`src/rtl/ecg_sample_scheduler.sv`:
```
// Paces buffered ADC samples into the Pan-Tompkins detector at one sample per slot and qualifies its beats.
// Optional macro ECG_BEAT_COUNT_EN adds a saturating 16-bit beat_count output.
module ecg_sample_scheduler #(
  parameter int DATA_WIDTH     = 16,
  parameter int FIFO_DEPTH     = 8,
  parameter int SAMPLE_DIV     = 250,
  parameter int WARMUP_SAMPLES = 400
) (
  input  logic                          clk,
  input  logic                          rstn,
  input  logic                          start,
  input  logic                          stop,
  input  logic                          s_valid,
  output logic                          s_ready,
  input  logic [DATA_WIDTH-1:0]         s_data,
  output logic                          pt_en,
  output logic [DATA_WIDTH-1:0]         pt_xin,
  input  logic                          pt_y,
  output logic                          beat,
  output logic                          running,
  output logic                          warm,
  output logic                          underrun,
  output logic [$clog2(FIFO_DEPTH):0]   fifo_level
`ifdef ECG_BEAT_COUNT_EN
  ,
  output logic [15:0]                   beat_count
`endif
);

  localparam int AW = $clog2(FIFO_DEPTH);
  localparam int SW = $clog2(SAMPLE_DIV);
  localparam int WW = $clog2(WARMUP_SAMPLES + 1);

  typedef enum logic [1:0] {IDLE, WARMUP, RUN} state_t;
  state_t state, state_nxt;

  logic [DATA_WIDTH-1:0] mem [FIFO_DEPTH];
  logic [AW-1:0]         wr_ptr, rd_ptr;
  logic [AW:0]           level;
  logic [SW-1:0]         slot_cnt;
  logic [WW-1:0]         warm_cnt;
  logic                  pt_en_q, y_q;
  logic                  go, full, empty, push, pop, slot_end, last_warm;

  // A start is only honoured from IDLE and always loses to a simultaneous stop.
  assign go        = start && !stop && (state == IDLE);
  assign running   = (state != IDLE);
  assign warm      = (state == RUN);
  assign full      = (level == (AW+1)'(FIFO_DEPTH));
  assign empty     = (level == '0);
  assign s_ready   = running && !full;
  assign push      = s_valid && s_ready && !stop;
  assign slot_end  = running && (slot_cnt == SW'(SAMPLE_DIV - 1));
  assign pop       = slot_end && !empty && !stop;
  assign last_warm = (state == WARMUP) && pt_en && (warm_cnt == WW'(WARMUP_SAMPLES - 1));
  assign fifo_level = level;

  always_ff @(posedge clk or negedge rstn) begin
    if (!rstn) state <= IDLE;
    else       state <= state_nxt;
  end

  always_comb begin
    // NOTE: default first so no path through the case leaves state_nxt unassigned (no latch).
    state_nxt = state;
    case (state)
      IDLE:    if (go) state_nxt = WARMUP;
      WARMUP:  if (stop) state_nxt = IDLE;
               else if (last_warm) state_nxt = RUN;
      RUN:     if (stop) state_nxt = IDLE;
      default: state_nxt = IDLE;
    endcase
  end

  // NOTE: storage has no reset; only the pointers and level define what is valid.
  always_ff @(posedge clk) begin
    if (push) mem[wr_ptr] <= s_data;
  end

  always_ff @(posedge clk or negedge rstn) begin
    if (!rstn) begin
      wr_ptr <= '0;
      rd_ptr <= '0;
      level  <= '0;
    end else if (stop) begin
      wr_ptr <= '0;
      rd_ptr <= '0;
      level  <= '0;
    end else begin
      if (push) wr_ptr <= wr_ptr + AW'(1);
      if (pop)  rd_ptr <= rd_ptr + AW'(1);
      case ({push, pop})
        2'b10:   level <= level + (AW+1)'(1);
        2'b01:   level <= level - (AW+1)'(1);
        default: level <= level;
      endcase
    end
  end

  always_ff @(posedge clk or negedge rstn) begin
    if (!rstn)                   slot_cnt <= '0;
    else if (!running || stop)   slot_cnt <= '0;
    else if (slot_end)           slot_cnt <= '0;
    else                         slot_cnt <= slot_cnt + SW'(1);
  end

  always_ff @(posedge clk or negedge rstn) begin
    if (!rstn)                           warm_cnt <= '0;
    else if (go || stop)                 warm_cnt <= '0;
    else if ((state == WARMUP) && pt_en) warm_cnt <= warm_cnt + WW'(1);
  end

  // Strobe and data for the detector; pt_xin holds between strobes and across stop.
  always_ff @(posedge clk or negedge rstn) begin
    if (!rstn) begin
      pt_en   <= 1'b0;
      pt_xin  <= '0;
      pt_en_q <= 1'b0;
    end else begin
      pt_en   <= pop;
      pt_en_q <= pt_en && !stop;
      if (pop) pt_xin <= mem[rd_ptr];
    end
  end

  always_ff @(posedge clk or negedge rstn) begin
    if (!rstn) begin
      y_q      <= 1'b0;
      underrun <= 1'b0;
    end else begin
      if (go || stop)   y_q <= 1'b0;
      else if (pt_en_q) y_q <= pt_y;
      if (go)                             underrun <= 1'b0;
      else if (slot_end && empty && !stop) underrun <= 1'b1;
    end
  end

  // Detector output is valid the cycle after its strobe; report only its rising edges once warm.
  assign beat = warm && pt_en_q && pt_y && !y_q;

`ifdef ECG_BEAT_COUNT_EN
  always_ff @(posedge clk or negedge rstn) begin
    if (!rstn)                             beat_count <= '0;
    else if (go)                           beat_count <= '0;
    else if (beat && beat_count != 16'hFFFF) beat_count <= beat_count + 16'd1;
  end
`endif

endmodule
```
`config.mk`:
```
export PLATFORM = sky130hd
export DESIGN_NAME = ecg_sample_scheduler
export DESIGN_NICKNAME = d
export VERILOG_FILES = /design/src/rtl/ecg_sample_scheduler.sv
export SDC_FILE = /design/constraint.sdc
export NUM_CORES = 1
export LEC_CHECK = 0
export BUFFER_PORTS_ARGS = -buffer_cell sky130_fd_sc_hd__buf_2
export CORE_ASPECT_RATIO = 2
export CORE_UTILIZATION = 60
export CTS_CLUSTER_SIZE = 25
export DETAILED_ROUTE_END_ITERATION = 10
export GPL_TIMING_DRIVEN = 0
export HOLD_SLACK_MARGIN = 0.02
export PLACE_DENSITY = 0.79
export SYNTH_ARGS = -nofsm -noshare
export SYNTH_HDL_FRONTEND = slang
export SYNTH_SLANG_ARGS = --single-unit
export TNS_END_PERCENT = 1
```
`constraint.sdc`:
```
create_clock -name clk -period 4.2 [get_ports clk]
set_input_delay 0.84 -clock clk [delete_from_list [all_inputs] [get_ports clk]]
set_output_delay 0.84 -clock clk [all_outputs]
set_load 0.05 [all_outputs]
```
After elaboration in Yosys (flattened, before gate mapping)
Memories as Yosys holds them, arrays and structs flattened. A register that Yosys moved wholly into a read port is not among the register bits.
Cells that the tools add are included.
{"block": "word_totals", "ff_bits": 33, "output_inout_bits": 26, "elab_cells": 82, "input_bits": 22, "memories": 1, "ramBits": 128}
{"block": "op_classes", "n_addsub": 6, "n_reduce_logical": 34, "n_eq_ne": 10, "muxes": 21}
{"memory": "mem", "words": 8, "width": 16, "read_ports": 1, "rd_clocked_by_memory_dff": 1, "write_ports": 1, "line": "37", "source": "logic [DATA_WIDTH-1:0] mem [FIFO_DEPTH];"}
{"operator": "2-to-1 mux 9 bit", "count": 2}
{"operator": "logical AND 1 bit", "count": 16}
{"operator": "2-to-1 mux 8 bit", "count": 2}
{"operator": "2-to-1 mux 3 bit", "count": 4}
{"operator": "nonzero test 2 bit", "count": 6}
{"operator": "adder 9 x 1 -> 9 bit (second input constant)", "count": 1}
{"operator": "equality test 9 bit (second input constant)", "count": 1}
{"operator": "adder 8 x 1 -> 8 bit (second input constant)", "count": 1}
{"operator": "equality test 8 bit (second input constant)", "count": 1}
{"operator": "2-to-1 mux 2 bit", "count": 4}
{"operator": "case mux 4 bit (2 select lines)", "count": 1}
{"operator": "adder 3 x 1 -> 3 bit (second input constant)", "count": 2}
{"operator": "zero test 1 bit", "count": 6}
{"operator": "2-to-1 mux 1 bit", "count": 6}
{"operator": "case mux 2 bit (3 select lines)", "count": 1}
{"operator": "adder 4 x 1 -> 4 bit (second input constant)", "count": 1}
{"operator": "equality test 2 x 1 -> 1 bit (second input constant)", "count": 2}
{"operator": "equality test 2 bit (second input constant)", "count": 2}
{"operator": "equality test 4 bit (second input constant)", "count": 1}
{"operator": "zero test 4 bit", "count": 1}
{"operator": "2-to-1 mux 4 bit", "count": 1}
{"operator": "!= test 2 bit (second input constant)", "count": 2}
{"operator": "subtractor 4 x 1 -> 4 bit (second input constant)", "count": 1}
{"operator": "!= test 3 bit (second input constant)", "count": 1}
{"operator": "4 further kinds", "count": 5}

Depth between registers and ports, before layout
Gate-level depths: netlist of run 1.
{"block": "logic_depth", "depth_word": 8, "depth_mapped": 13, "ltp_nobuf": 12}

Worst setup path after synthesis of run 1
No wires, ideal clock.
{"block": "synth_path", "path_type": "input to register", "startpoint": "input port s_valid", "endpoint": "memory mem[2][0] (enable)", "cell_stages": 4, "t_arrival_ps": 3181, "required_ps": 3770, "setup_slack_ps": 588, "n_path_buf": 0, "setup_time_ps": 430, "cell_sequence": "o21ai_0 -> nor2_1 -> nand2_1 -> nor4_1"}
{"block": "synth_via", "elab_chain_cells": 4}
{"item": "from (decl)", "line": "13", "source": "input logic s_valid,"}
{"item": "logical AND 1 bit (2 in series)", "line": "52", "source": "assign push = s_valid && s_ready && !stop;"}
{"item": "2-to-1 mux 1 bit", "line": "77", "source": "if (push) mem[wr_ptr] <= s_data;"}
{"item": "2-to-1 mux 1 bit (not written as such)", "line": "77"}
{"item": "to (decl)", "line": "37"}
Every way passes these cells.

Final worst setup path of run 1
{"block": "layout_path", "startpoint": "input port s_valid", "endpoint": "memory mem[2][1] (enable)"}
Same word-level chain as after synthesis.

==> run summary, run 1 <==
Synthesis produced 434 cells. For this run, the leading register cell type out of synthesis is sky130_fd_sc_hd__edfxtp_1. The tools report the share of synthesized area occupied by flip-flops and latches as 0.707. The critical path goes through buf_2 -> o21ai_0 -> nor2_1 -> nand2_1 -> nor4_2 -> buf_4 -> buf_4. The worst setup path is launched from a primary input. The number of synthesis warnings was 0. Power spread over the standard cell area amounts to 421 nW/um2. TritonCTS created 17 clock buffers.

The run gives 0 as the total of cells resized after clock tree synthesis. The die covers 12400 um2. The worst path needs 3110 ps of the cycle, external delays included. The slew at the pin closest to its max-slew limit was 1150 ps.

The filler cells instantiated in the layout total 709. IR analysis of the VDD net gives a maximum drop of 0.000438 V. The height of the die came out at 157 um. The first global-routing pass estimated 22.8 mm of wire.

Clock skew on the completed layout was measured at 9.07 ps. The logs give 0 for the final-report max-slew violation count and 4079 for the routed via count. The required arrival time at the worst endpoint was 4330 ps. I/O pin count: 48.

The cell that appears most often on the critical path is sky130_fd_sc_hd__buf_4. The count of flip-flops with a built-in enable after synthesis was 128; the worst slew margin relative to its limit was 0.232. Detailed placement ended at an HPWL of 9.74 mm.

After synthesis the netlist holds a flip-flop and latch count of 177. The worst register-to-register path begins at state[1]. After detailed routing, the number of remaining DRC violations is 0. Averaged over all synthesized cells, the footprint is 16.5 um2. Along the worst path, the maximum fanout reaches 8. The tools report the root cell of the clock tree as sky130_fd_sc_hd__clkbuf_16. The placed instances occupy a cell area of 7750 um2. In this run the horizontal extent of the chip is 79.3 um.

The tools report the register area as 5070 um2. The buffers inserted during post-CTS setup optimization came out at 0. The number of nets still failing antenna checks after routing is 0, and the area of the multi-input gates is 2020 um2.

Setup repair after global routing left no endpoint under its margin. The longest individual stage delay on the worst path came out at 660 ps. The fraction of synthesis flops using an asynchronous set or reset pin came out at 0.277. The tools report the pin count of the biggest net entering global routing as 50. Most frequent standard cell in the layout excluding fill and tap cells: sky130_fd_sc_hd__edfxtp_1. Before antenna repair, the detailed router went through 5 iterations. Summing every instance area after synthesis gives 7170 um2. Sum of negative setup slack: 0 ps. The congestion estimate from routability-driven global placement came to 0.801. The detailed router's first-iteration violation count came out at 265. The type of the most critical hold path is flip-flop to flip-flop. Ranked by total cell area, the synthesized netlist is headed by sky130_fd_sc_hd__edfxtp_1 (54%), sky130_fd_sc_hd__dfrtp_1 (17%), sky130_fd_sc_hd__mux4_2 (10%). The setup violation total in the final timing report came out at 0. The area growth from synthesis to layout is 16.0%.

The slowest stage cell on the critical path is sky130_fd_sc_hd__nor4_2. Yosys mapped the design onto 53 distinct sky130hd cell types. The fraction of final layout cells sized beyond drive strength 1 was 0.271. Summed over all layers, the global routing overflow is 0. Port buffering added 46 buffers. The run gives 0.613 as the effective utilization at floorplan. STA classifies the critical path endpoint as a flip-flop.

The worst hold path terminates at pt_xin[13]. The number of hold-slack violations in the final timing report is 0. TritonCTS built the clock tree.

The summed area of non-filler cells in the final layout came out at 8320 um2. For the worst setup path, the data arrival time is 3240 ps. The part of the cycle the worst path needs came out at 0.739.

For the number of global-route vias before repair, the log shows 4293. The largest total area in the synthesized netlist belongs to sky130_fd_sc_hd__edfxtp_1. The average wire length per cell after detail routing is 21.8 um, and the max-cap check violation count is 0. The critical path in this run is classified as primary input to flip-flop. After floorplanning, the core was divided into 56 placement rows. Using the TritonRoute via totals, the vias-per-cell ratio works out to 6.09. The run finished with clean final reports. Final layout net count: 540.

The initial antenna violation count is 1. For the worst flop-to-flop path, the logic depth is 6. For this design the static power due to leakage is 0.00301 uW.

For the number of clock sinks, the log shows 177. The clock latency on the worst-skew pair is 420 ps, and the reg2reg setup slack is 1120 ps. The core region is 11700 um2. The area share of the largest cell type after synthesis was 0.536. The total detailed-routing wirelength was 14.6 mm. No sink is reached through more buffers than the 2 on the longest clock path. CTS built an H-tree with a depth of 4. CTS clock-pin slew for the worst setup and hold paths: 60 ps. The maximum clock frequency is 322 MHz. Hold repair after CTS inserted 0 buffers. Worst hold path startpoint: pt_xin[13].

For the combined global-route utilization of all metal layers, the log shows 0.263. The worst register-to-register path ends at mem[2][1]. The top cell types in the final layout, fill and taps aside, are sky130_fd_sc_hd__edfxtp_1 (128), sky130_fd_sc_hd__buf_2 (52), sky130_fd_sc_hd__dfrtp_1 (49).

Counting instances, the worst hold path has a depth of 2. Number of nets in the synthesized netlist: 463.
final cells by class:
type                       count  area share
multi-input combinational    230       0.243
clock buffer                  20      0.0525
tap                          145      0.0218
inverter                       7     0.00331
timing repair buffer          58      0.0430
antenna                        1    0.000301
buffer                        20      0.0108
clock inverter                12      0.0159
sequential                   177       0.610
flip-flops by register name, summed over array words and instances (netlist names):
name        count
wr_ptr          3
pt_xin         16
warm_cnt        9
state           2
pt_en           1
y_q             1
fifo_level      4
slot_cnt        8
rd_ptr          3
underrun        1
pt_en_q         1
mem           128
logic make-up (layout without fill, tap and decap cells):
logic type | Yosys count | in the layout | synth area share
buf+inv | 27 | 117 | 0.0164
fa+ha+maj | 8 | 8 | 0.0136
flops | 177 | 177 | 0.707
compound gates | 40 | 40 | 0.0346
mux | 52 | 52 | 0.129
other cells | 0 | 1 | 0
xor+xnor | 18 | 18 | 0.0220
simple gates | 112 | 112 | 0.0775
critical path, delay by kind of cell:
| family | cells | cell delay (ps) |
|---|---|---|
| buf+inv | 3 | 600 |
| simple gates | 3 | 1580 |
| compound gates | 1 | 210 |
per-stage QoR:
step / utilization / total power (uW) / instances / worst slack (ps) / hold slack (ps)
detailed placement: 0.662 / 2020 / 637 / 692 / 470
global placement: 0.648 / 2010 / 625 / -1350 / 460
global route: 0.711 / 3610 / 670 / 991 / 517
CTS: 0.711 / 3520 / 669 / 1090 / 486
finish: 0.711 / 3500 / 670 / 1090 / 489
floorplan: - / 1970 / 434 / 588 / 474
layer usage:
layer | wire length [um] | global-route usage
met3 | 682 | 0.0583
met4 | 546 | 0.141
met2 | 8340 | 0.473
met1 | 5050 | 0.278
met5 | 0 | 0
report_power, final:
| group | switching, uW | internal, uW | total, uW |
|---|---|---|---|
| clock network | 640 | 878 | 1520 |
| logic | 62.0 | 24.1 | 86.1 |
| registers | 7.33 | 1890 | 1890 |
cells in the mapped netlist, types with 7 or more instances:
| master | number |
|---|---|
| sky130_fd_sc_hd__clkbuf_1 | 12 |
| sky130_fd_sc_hd__dfrtp_1 | 49 |
| sky130_fd_sc_hd__edfxtp_1 | 128 |
| sky130_fd_sc_hd__ha_1 | 7 |
| sky130_fd_sc_hd__mux2i_1 | 19 |
| sky130_fd_sc_hd__mux4_2 | 32 |
| sky130_fd_sc_hd__nand2_1 | 34 |
| sky130_fd_sc_hd__nand3_1 | 8 |
| sky130_fd_sc_hd__nor2_1 | 34 |
| sky130_fd_sc_hd__o21ai_0 | 19 |
| sky130_fd_sc_hd__xnor2_1 | 9 |
| sky130_fd_sc_hd__xor2_1 | 9 |
how the worst max path moves through the flow:
stage | startpoint | endpoint | slack (ps) | depth (start not counted)
2_1_floorplan | s_valid | mem[2][0] | 590 | 4
3_3_place_gp | s_valid | mem[2][1] | -1350 | 5
3_5_place_dp | s_valid | mem[2][13] | 690 | 7
4_1_cts | s_valid | mem[2][15] | 1090 | 7
5_1_grt | state[1] | mem[2][12] | 990 | 6
6_report | s_valid | mem[2][1] | 1090 | 7
(Power assumes the default switching activity.)
==> run 2: changes to the inputs <==
Settings changed: ABC_AREA from default to 1, CORE_UTILIZATION 60 to 54, PLACE_DENSITY 0.79 to 0.75.
Clock period 4.2 ns to 2.52 ns, I/O delays scaled along.
==> run 2 against run 1 <==
Net effect: sequential power increased by 76%; via count grew 28%; synthesized area rose by 2.8%; sequential cell count is the same; the flow now finishes with violations (design-rule violations); largest cell class unchanged; global-route usage fell by 0.23 points; first-iteration DRC count grew 48%; clock power rose by 73%; cell count grew 31%; cell area is 3.2% higher; critical path type is now flip-flop to flip-flop; combinational power rose to 9.7 times the previous value; critical endpoint is now fifo_level[3]; worst setup slack worse by 930 ps.
==> run summary, run 2 <==
The clock latency on the worst-skew pair is 440 ps. The worst setup path is launched from a flip-flop. The number of clock buffers added by TritonCTS is 17. For the worst setup path, the data required time is 2900 ps.

The number of hold-slack violations in the final timing report came out at 0. 48 I/O pins were placed. Summed over all layers, the routed wires come to 17.4 mm. Effective utilization at floorplan: 0.551.

The tools report the maximum clock frequency as 425 MHz. Yosys attributes the largest share of cell area to sky130_fd_sc_hd__edfxtp_1 (52%), sky130_fd_sc_hd__dfrtp_1 (17%), sky130_fd_sc_hd__nor2_1 (5.0%). A synthesized cell averages 11.6 um2. The part of the total power dissipated in combinational logic was 0.123. Dividing total power by cell area gives a power density of 790 nW/um2.

Summed over all failing endpoints, the final setup total negative slack is 0 ps. Among all flip-flop cells after synthesis, the most frequent one is sky130_fd_sc_hd__edfxtp_1. In the routed layout, each cell is associated on average with a via count of 5.95. The critical path goes through ha_4 -> inv_2 -> nor4_2 -> nand4_1 -> nor2_2 -> nand2_2 -> nor2_2 -> ha_1 -> nand3_1 -> nand2_1 -> inv_1 -> nand2_1 -> nand2_1 -> nand3_1 -> nand2_1.

The most flop-heavy register is mem. The die area came out at 14100 um2. Counting distinct cell types in the post-synthesis netlist gives 35. The logs give 0.490 for the proportion of power drawn by flip-flops and latches and 166 ps for the final setup slack of the worst path. Relative to the synthesized area, the layout overhead comes to 16.5%. The tools report the post-route total power as 6790 uW. Max-cap violations in this run came to 0.

The logs give 27.5 mm for the wire length of the first global-routing pass and 0.466 for the met2 routing resource usage after global routing. The flip-flop count of the largest register after layout is 128. The number of antenna diodes in the final layout is 0.

Counting every net in the synthesized netlist gives 664. The area share of the largest cell type after synthesis was 0.522; the switching fraction of total power was 0.281. The largest registers in the layout are mem x128, pt_xin x16, warm_cnt x9.

The final layout contains 741 nets. The mux share of post-synthesis cell area was 0. The H-tree generated during clock tree synthesis spans 4 levels. The largest buffer count on any clock path is 2, and the placed wire-length estimate after detailed placement is 11.8 mm. During placement, the flow inserted port buffers numbering 46.

TritonCTS built the clock tree. Sorting the synthesized cells by how often they occur yields sky130_fd_sc_hd__edfxtp_1 (128), sky130_fd_sc_hd__nor2_1 (98), sky130_fd_sc_hd__o21ai_0 (72), sky130_fd_sc_hd__nand2_1 (71), sky130_fd_sc_hd__dfrtp_1 (49). The slowest stage cell on the critical path is sky130_fd_sc_hd__dfrtp_1. The final reports fail on design-rule violations. The routed via count is 5236.

The floorplan has 60 rows. In this run the most used layer during global routing was met2. By instance count, the cell type seen most on the critical path is sky130_fd_sc_hd__nand2_1. Leaving out fill and tap cells, the most frequent cells in the layout are sky130_fd_sc_hd__edfxtp_1 (128), sky130_fd_sc_hd__nor2_1 (89), sky130_fd_sc_hd__o21ai_0 (72).

The detail route stage leaves a number of antenna-violating nets equal to 0. The slew at the pin closest to its max-slew limit came out at 1070 ps. The clock skew after layout was 10.0 ps. Internal power comes to 4880 uW. The CTS clock-pin slew for the worst setup and hold paths is 70 ps, and the global placement routability congestion is 0.858.

Measured along the y axis, the die boundary spans 167 um. The number of buffer and inverter instances along the worst setup path was 2; the final routed DRC violation total was 4. After technology mapping, the gate count stands at 635. The logs give 5430 for the number of global-route vias before repair and 177 for the number of clock sinks. Dividing the detail-routed wire length by the instance count gives 19.8 um. In this run the horizontal extent of the chip is 84.6 um.

The part of the cycle the worst path needs is 0.934, and the total leakage power is 0.00333 uW. After synthesis, the largest family of logic cells by area is simple AND/OR/NAND/NOR gates. The fraction of synthesis flops using an asynchronous set or reset pin was 0.277. The xor/xnor cell area share of the yosys netlist came out at 0.00713. By instance count, the leading cell after synthesis is sky130_fd_sc_hd__edfxtp_1. Kind of end point of the critical path: a flip-flop. Counting the fill cells in the layout gives 983. The logs give 0 for the final-report max-slew violation count and 0.387 for the clock network power share. The post-synthesis cell type with the largest combined area is sky130_fd_sc_hd__edfxtp_1. The maximum fanout encountered on the critical timing path was 5; the initial antenna violation count was 0. Clock tree synthesis selected as its root buffer the cell sky130_fd_sc_hd__clkbuf_16. Number of gates on the worst path with buffers counted: 15. The combined global-route utilization of all metal layers came out at 0.260.

Setup violations remaining at the end of the flow were counted as 0. Data on the critical path arrives at its endpoint at 2730 ps. Entering global routing, the biggest net connects 50 pins. The complex-gate fraction of the synthesized area was 0.106. The critical path in this run is classified as flip-flop to flip-flop.

Global routing usage on met3: 0.0448. The library cell used most frequently in the layout, excluding fill and tap cells, is sky130_fd_sc_hd__edfxtp_1. The met1 global-route usage was 0.278; the detailed router's first-iteration violation count was 392. Summed over all nets, the switching power comes to 1910 uW. The flip-flop and latch count after synthesis is 177.

The worst slew margin relative to its limit is 0.289. The number of synthesis warnings was 0; the longest individual stage delay on the worst path was 460 ps. The number of cells on the worst reg-to-reg path came out at 15. Global routing finished with a remaining overflow of 0.

The simple-gate share of the synthesized area is 0.147. In this run, synthesis inferred 128 flip-flops with an integrated enable. The adder-cell area share of the yosys netlist was 0.0119.

For this run, the detailed router's first-pass iteration total came to 11. After synthesis the cells add up to 7370 um2. After clock tree synthesis, the flow added hold-fix buffers numbering 0. Before CTS, the worst setup slack after placement is 243 ps. The final critical delay including setup and external delays came out at 2350 ps.

IR analysis of the VDD net gives a maximum drop of 0.000625 V. The share of synthesized area occupied by flip-flops and latches was 0.688. The run finished, with violations left. In this run the worst hold path is classified as primary input to asynchronous set/reset pin.

The kind of cell with the highest combined delay along the critical path is simple AND/OR/NAND/NOR gates. The fraction of final layout cells sized beyond drive strength 1 is 0.207, and the area of the placeable core is 13400 um2.
-- run 2: area by class of cell --
class / instances / area (um2) / share of cell area
Clock buffer: 18 / 429 / 0.0500
Clock inverter: 14 / 166 / 0.0194
Buffer: 27 / 123 / 0.0143
Tap cell: 155 / 194 / 0.0226
Sequential cell: 177 / 5070 / 0.590
Multi-Input combinational cell: 388 / 2050 / 0.239
Timing Repair Buffer: 58 / 380 / 0.0443
Inverter: 43 / 169 / 0.0197
-- run 2: kinds of logic after synthesis --
group	Yosys count
AND/OR/NAND/NOR	237
flip-flops	177
AO/OA/AOI/OAI	138
buffers and inverters	70
adder cells (fa/ha/maj)	7
XOR/XNOR	6
-- run 2: worst register-to-register path, stage by stage (launching register included) --
cell and delay, ps:
sky130_fd_sc_hd__dfrtp_1 460, sky130_fd_sc_hd__ha_4 190, sky130_fd_sc_hd__inv_2 40, sky130_fd_sc_hd__nor4_2 230, sky130_fd_sc_hd__nand4_1 240, sky130_fd_sc_hd__nor2_2 230, sky130_fd_sc_hd__nand2_2 80, sky130_fd_sc_hd__nor2_2 130
sky130_fd_sc_hd__ha_1 260, sky130_fd_sc_hd__nand3_1 100, sky130_fd_sc_hd__nand2_1 50, sky130_fd_sc_hd__inv_1 60, sky130_fd_sc_hd__nand2_1 50, sky130_fd_sc_hd__nand2_1 50, sky130_fd_sc_hd__nand3_1 70, sky130_fd_sc_hd__nand2_1 60
-- run 2: through the flow --
step           instances  utilization  hold slack [ps]  cell area (um2)
3_3_place_gp         836        0.583              475             7790
4_1_cts              876        0.638              291             8530
2_1_floorplan        635            -              208             7370
5_1_grt              880        0.643              346             8590
3_5_place_dp         844        0.594              475             7930
6_report             880        0.643              241             8590
-- run 2: worst paths after layout --
kind / start / end / slack (ps)
setup / recovery: slot_cnt[0] / fifo_level[3] / 170
hold / removal: rstn / slot_cnt[1] / 240
setup reg to reg: slot_cnt[0] / fifo_level[3] / 170
hold reg to reg: pt_xin[7] / pt_xin[7] / 490
max in group asynchronous: rstn / pt_xin[7] / 1590
min in group clk: s_data[2] / mem[7][2] / 330
-- run 2: power groups by stage --
| stage | Combinational [uW] | Sequential [uW] | Clock (uW) |
|---|---|---|---|
| floorplan | 497 | 3450 | 0 |
| finish | 833 | 3330 | 2630 |
| detailed placement | 800 | 3380 | 0 |
| global placement | 757 | 3380 | 0 |
| CTS | 809 | 3320 | 2650 |
| global route | 911 | 3340 | 2760 |
-- run 2: metal layers --
layer | up-vias | share of wire
li1 | 2383 | -
met1 | 2562 | 0.35
met2 | 231 | 0.55
met3 | 60 | 0.056
met4 | 0 | 0.049
met5 | - | 0
-- run 2: timing repair --
action,CTS,global route
setup endpoints to repair,0,1
gates resized for setup,0,8
setup buffers,0,4
==> run 3: changes to the inputs <==
Settings changed: CELL_PAD_IN_SITES_DETAIL_PLACEMENT from default to 1, CELL_PAD_IN_SITES_GLOBAL_PLACEMENT from default to 1, CORE_UTILIZATION 54 to 44, PLACE_DENSITY 0.75 to default, PLACE_DENSITY_LB_ADDON from default to 0.1.
==> run 3 against run 2 <==
Net effect: the run now ends clean; routed wire length is 18% higher; clock-buffer cell count fell by 1; sequential share of layout area down 0.14 points; power increased by 0.19%; utilization down 12 points.
==> run summary, run 3 (same netlist as run 2, synthesis figures left out) <==
The run gives 0 as the final routed DRC violation total. Effective utilization at floorplan: 0.451. Following the worst setup path forward leads to its endpoint at mem[0][12]. Proportion of power drawn by flip-flops and latches: 0.488. The count of buffers added on input and output ports is 46. The run gives 0 as the initial antenna violation count.

Setup repair after global routing could not meet its margin everywhere. At the pin with the least slew margin, the transition time is 749 ps. After the last flow step, the layout net total stands at 739. The flip-flop count of the largest register after layout is 128, and the maximum clock frequency is 425 MHz. The logs give 0 for the number of hold-slack violations in the final timing report and 4 for the number of H-tree levels.

The clock reaches the later pin of the worst-skew pair after 450 ps. Setup slack closes at 165 ps. The cell family contributing the most delay on the critical path is simple AND/OR/NAND/NOR gates. The setup path with the least slack is of type flip-flop to flip-flop.

Internal power comes to 4850 uW. The cell repeated most along the worst path is sky130_fd_sc_hd__nor2_2. The part of the cycle the worst path needs is 0.935, and the number of clock sinks is 177. The number of antenna diodes in the final layout is 0. The tools report the placed wire-length estimate after detailed placement as 14.4 mm. Final critical delay including setup and external delays: 2360 ps.

The routed layout has 5222 vias. The tools report the area of the multi-input gates as 2050 um2. The top cell types in the final layout, fill and taps aside, are sky130_fd_sc_hd__edfxtp_1 (128), sky130_fd_sc_hd__nor2_1 (90), sky130_fd_sc_hd__o21ai_0 (72). The clock network power share is 0.390, and the number of cells on the worst reg-to-reg path is 9. The library cell used most frequently in the layout, excluding fill and tap cells, is sky130_fd_sc_hd__edfxtp_1. Summed over all layers, the global routing overflow is 0. For this run, the slowest stage of the critical path takes 510 ps. The tools report the source of the worst register-to-register timing path as state[0]. Counting the fill cells in the layout gives 1777. The setup violation total in the final timing report is 0. The wire length of the first global-routing pass is 31.7 mm, and the detailed router's first-iteration violation count is 264. The logs give 2 for the largest buffer count on any clock path and 16400 um2 for the area of the placeable core. After floorplanning, the core was divided into 66 placement rows. The run gives 0.00332 uW as the total leakage power. In this run the register-to-register setup slack is 160 ps. The signal on the critical path passes through nor2_2 -> inv_4 -> nand2_4 -> nor2_8 -> inv_2 -> nor2_1 -> nand2_1 -> nor2_2 -> buf_8.

Across the run, the number of max-cap violations was 0. The post-route total power is 6800 uW, and the summed area of non-filler cells in the final layout is 8610 um2. The run gives 20.5 mm as the total detailed-routing wirelength. The tools report the part of the total power dissipated in combinational logic as 0.122. The run gives 2500 ps as the data arrival at the endpoint of the critical path. The launching instance or port of the critical path was state[0]. The worst reg2reg path endpoint is mem[0][12]. The worst slack on hold paths was 84.5 ps; the growth of design area from synthesis to finish was 16.8%. Measured along the x axis, the die boundary spans 93.5 um.

Dividing the detail-routed wire length by the instance count gives 22.1 um. Slowest stage cell on the critical path: sky130_fd_sc_hd__nor2_2. Timing analysis after detailed placement gives a worst setup slack of 75.6 ps. The number of buffer and inverter instances along the worst setup path works out to 3. The required arrival time at the worst endpoint was 2670 ps.

The placement-stage cell area was 7990 um2. The switching fraction of total power was 0.287; the number of gates on the worst path with buffers counted was 9. The root buffer cell chosen for the clock tree is sky130_fd_sc_hd__clkbuf_16. The worst setup path is launched from a flip-flop. In the final layout, flip-flops and latches occupy 5070 um2. The congestion estimate from routability-driven global placement came to 0.860.

The fraction of the core area covered by cells at the end of the flow is 0.526. For this design the total switching power over the nets is 1950 uW. The floorplan step defined a die boundary enclosing 17300 um2. The logs give 0.258 for the combined global-route utilization of all metal layers and 50 for the pin count of the biggest net entering global routing.

TritonCTS built the clock tree. The tools report the number of CTS-inserted buffers as 17. The kind of end point of the critical path is a flip-flop. The largest registers in the layout are mem x128, pt_xin x16, warm_cnt x9. Along the worst path, the maximum fanout reaches 10. After detailed routing, the number of vias per cell comes to 5.63. The I/O pin count is 48, and the CTS clock-pin slew for the worst setup and hold paths is 70 ps. Clock skew on the completed layout was measured at 10.1 ps. Most flop-heavy register: mem. The power per standard cell area came out at 790 nW/um2. Type of the most critical hold path: primary input to asynchronous set/reset pin.

The height of the die was 185 um. The worst slew margin relative to its limit was 0.501. The run finished with clean final reports. The number of global-route vias before repair is 5857, and the number of detailed-route iterations in the first pass is 4. The worst-case IR drop observed on VDD is 0.000535 V.

The count of nets left with antenna violations once routing finished came out at 0. The fraction of final layout cells sized beyond drive strength 1 works out to 0.199. Final-report max-slew violation count: 0.
-- run 3: layout make-up --
cell class | instances | share of cell area
Buffer | 27 | 0.0142
Clock buffer | 17 | 0.0494
Clock inverter | 15 | 0.0170
Inverter | 43 | 0.0196
Multi-Input combinational cell | 388 | 0.238
Sequential cell | 177 | 0.589
Tap cell | 204 | 0.0297
Timing Repair Buffer | 56 | 0.0427
-- run 3: power groups by stage --
stage / Clock (uW) / Combinational, uW / Sequential [uW]
4_1_cts: 2690 / 840 / 3320
3_3_place_gp: 0 / 787 / 3380
5_1_grt: 2770 / 913 / 3330
2_1_floorplan: 0 / 497 / 3450
3_5_place_dp: 0 / 835 / 3380
6_report: 2650 / 829 / 3320
-- run 3: worst min path at each step --
| stage | start | to | slack, ps | depth (start not counted) |
|---|---|---|---|---|
| after floorplan | rstn | fifo_level[0] | 210 | 0 |
| after global routing | rstn | pt_xin[13] | 190 | 1 |
| after CTS | s_data[6] | mem[2][6] | 320 | 1 |
| after detailed placement | pt_xin[15] | pt_xin[15] | 480 | 1 |
| final | rstn | pt_xin[12] | 80 | 1 |
| after global placement | pt_xin[0] | pt_xin[0] | 470 | 1 |
-- run 3: through the flow --
step           TNS, ps  cells
2_1_floorplan        0    635
6_report             0    927
4_1_cts              0    925
3_5_place_dp         0    893
5_1_grt          -21.1    927
3_3_place_gp    -56220    885
-- run 3: metal layers --
layer / track usage / wire length (um) / vias up
met5: 0 / 0 / -
met4: 0.142 / 822 / 0
met1: 0.255 / 7250 / 2664
met3: 0.0415 / 607 / 58
li1: - / - / 2377
met2: 0.497 / 11800 / 123
-- run 3: timing repair --
action | 4_1_cts | 5_1_grt
buffers inserted | 0 | 2
gates resized for setup | 0 | 5
endpoints found under the setup margin | 0 | 26
hold buffers | 0 | 0
-- run 3: worst register-to-register path, stage by stage, from the launching register on --
cell,delay [ps]
sky130_fd_sc_hd__dfrtp_1,410
sky130_fd_sc_hd__nor2_2,80
sky130_fd_sc_hd__inv_4,100
sky130_fd_sc_hd__nand2_4,80
sky130_fd_sc_hd__nor2_8,120
sky130_fd_sc_hd__inv_2,80
sky130_fd_sc_hd__nor2_1,190
sky130_fd_sc_hd__nand2_1,230
sky130_fd_sc_hd__nor2_2,520
sky130_fd_sc_hd__buf_8,240
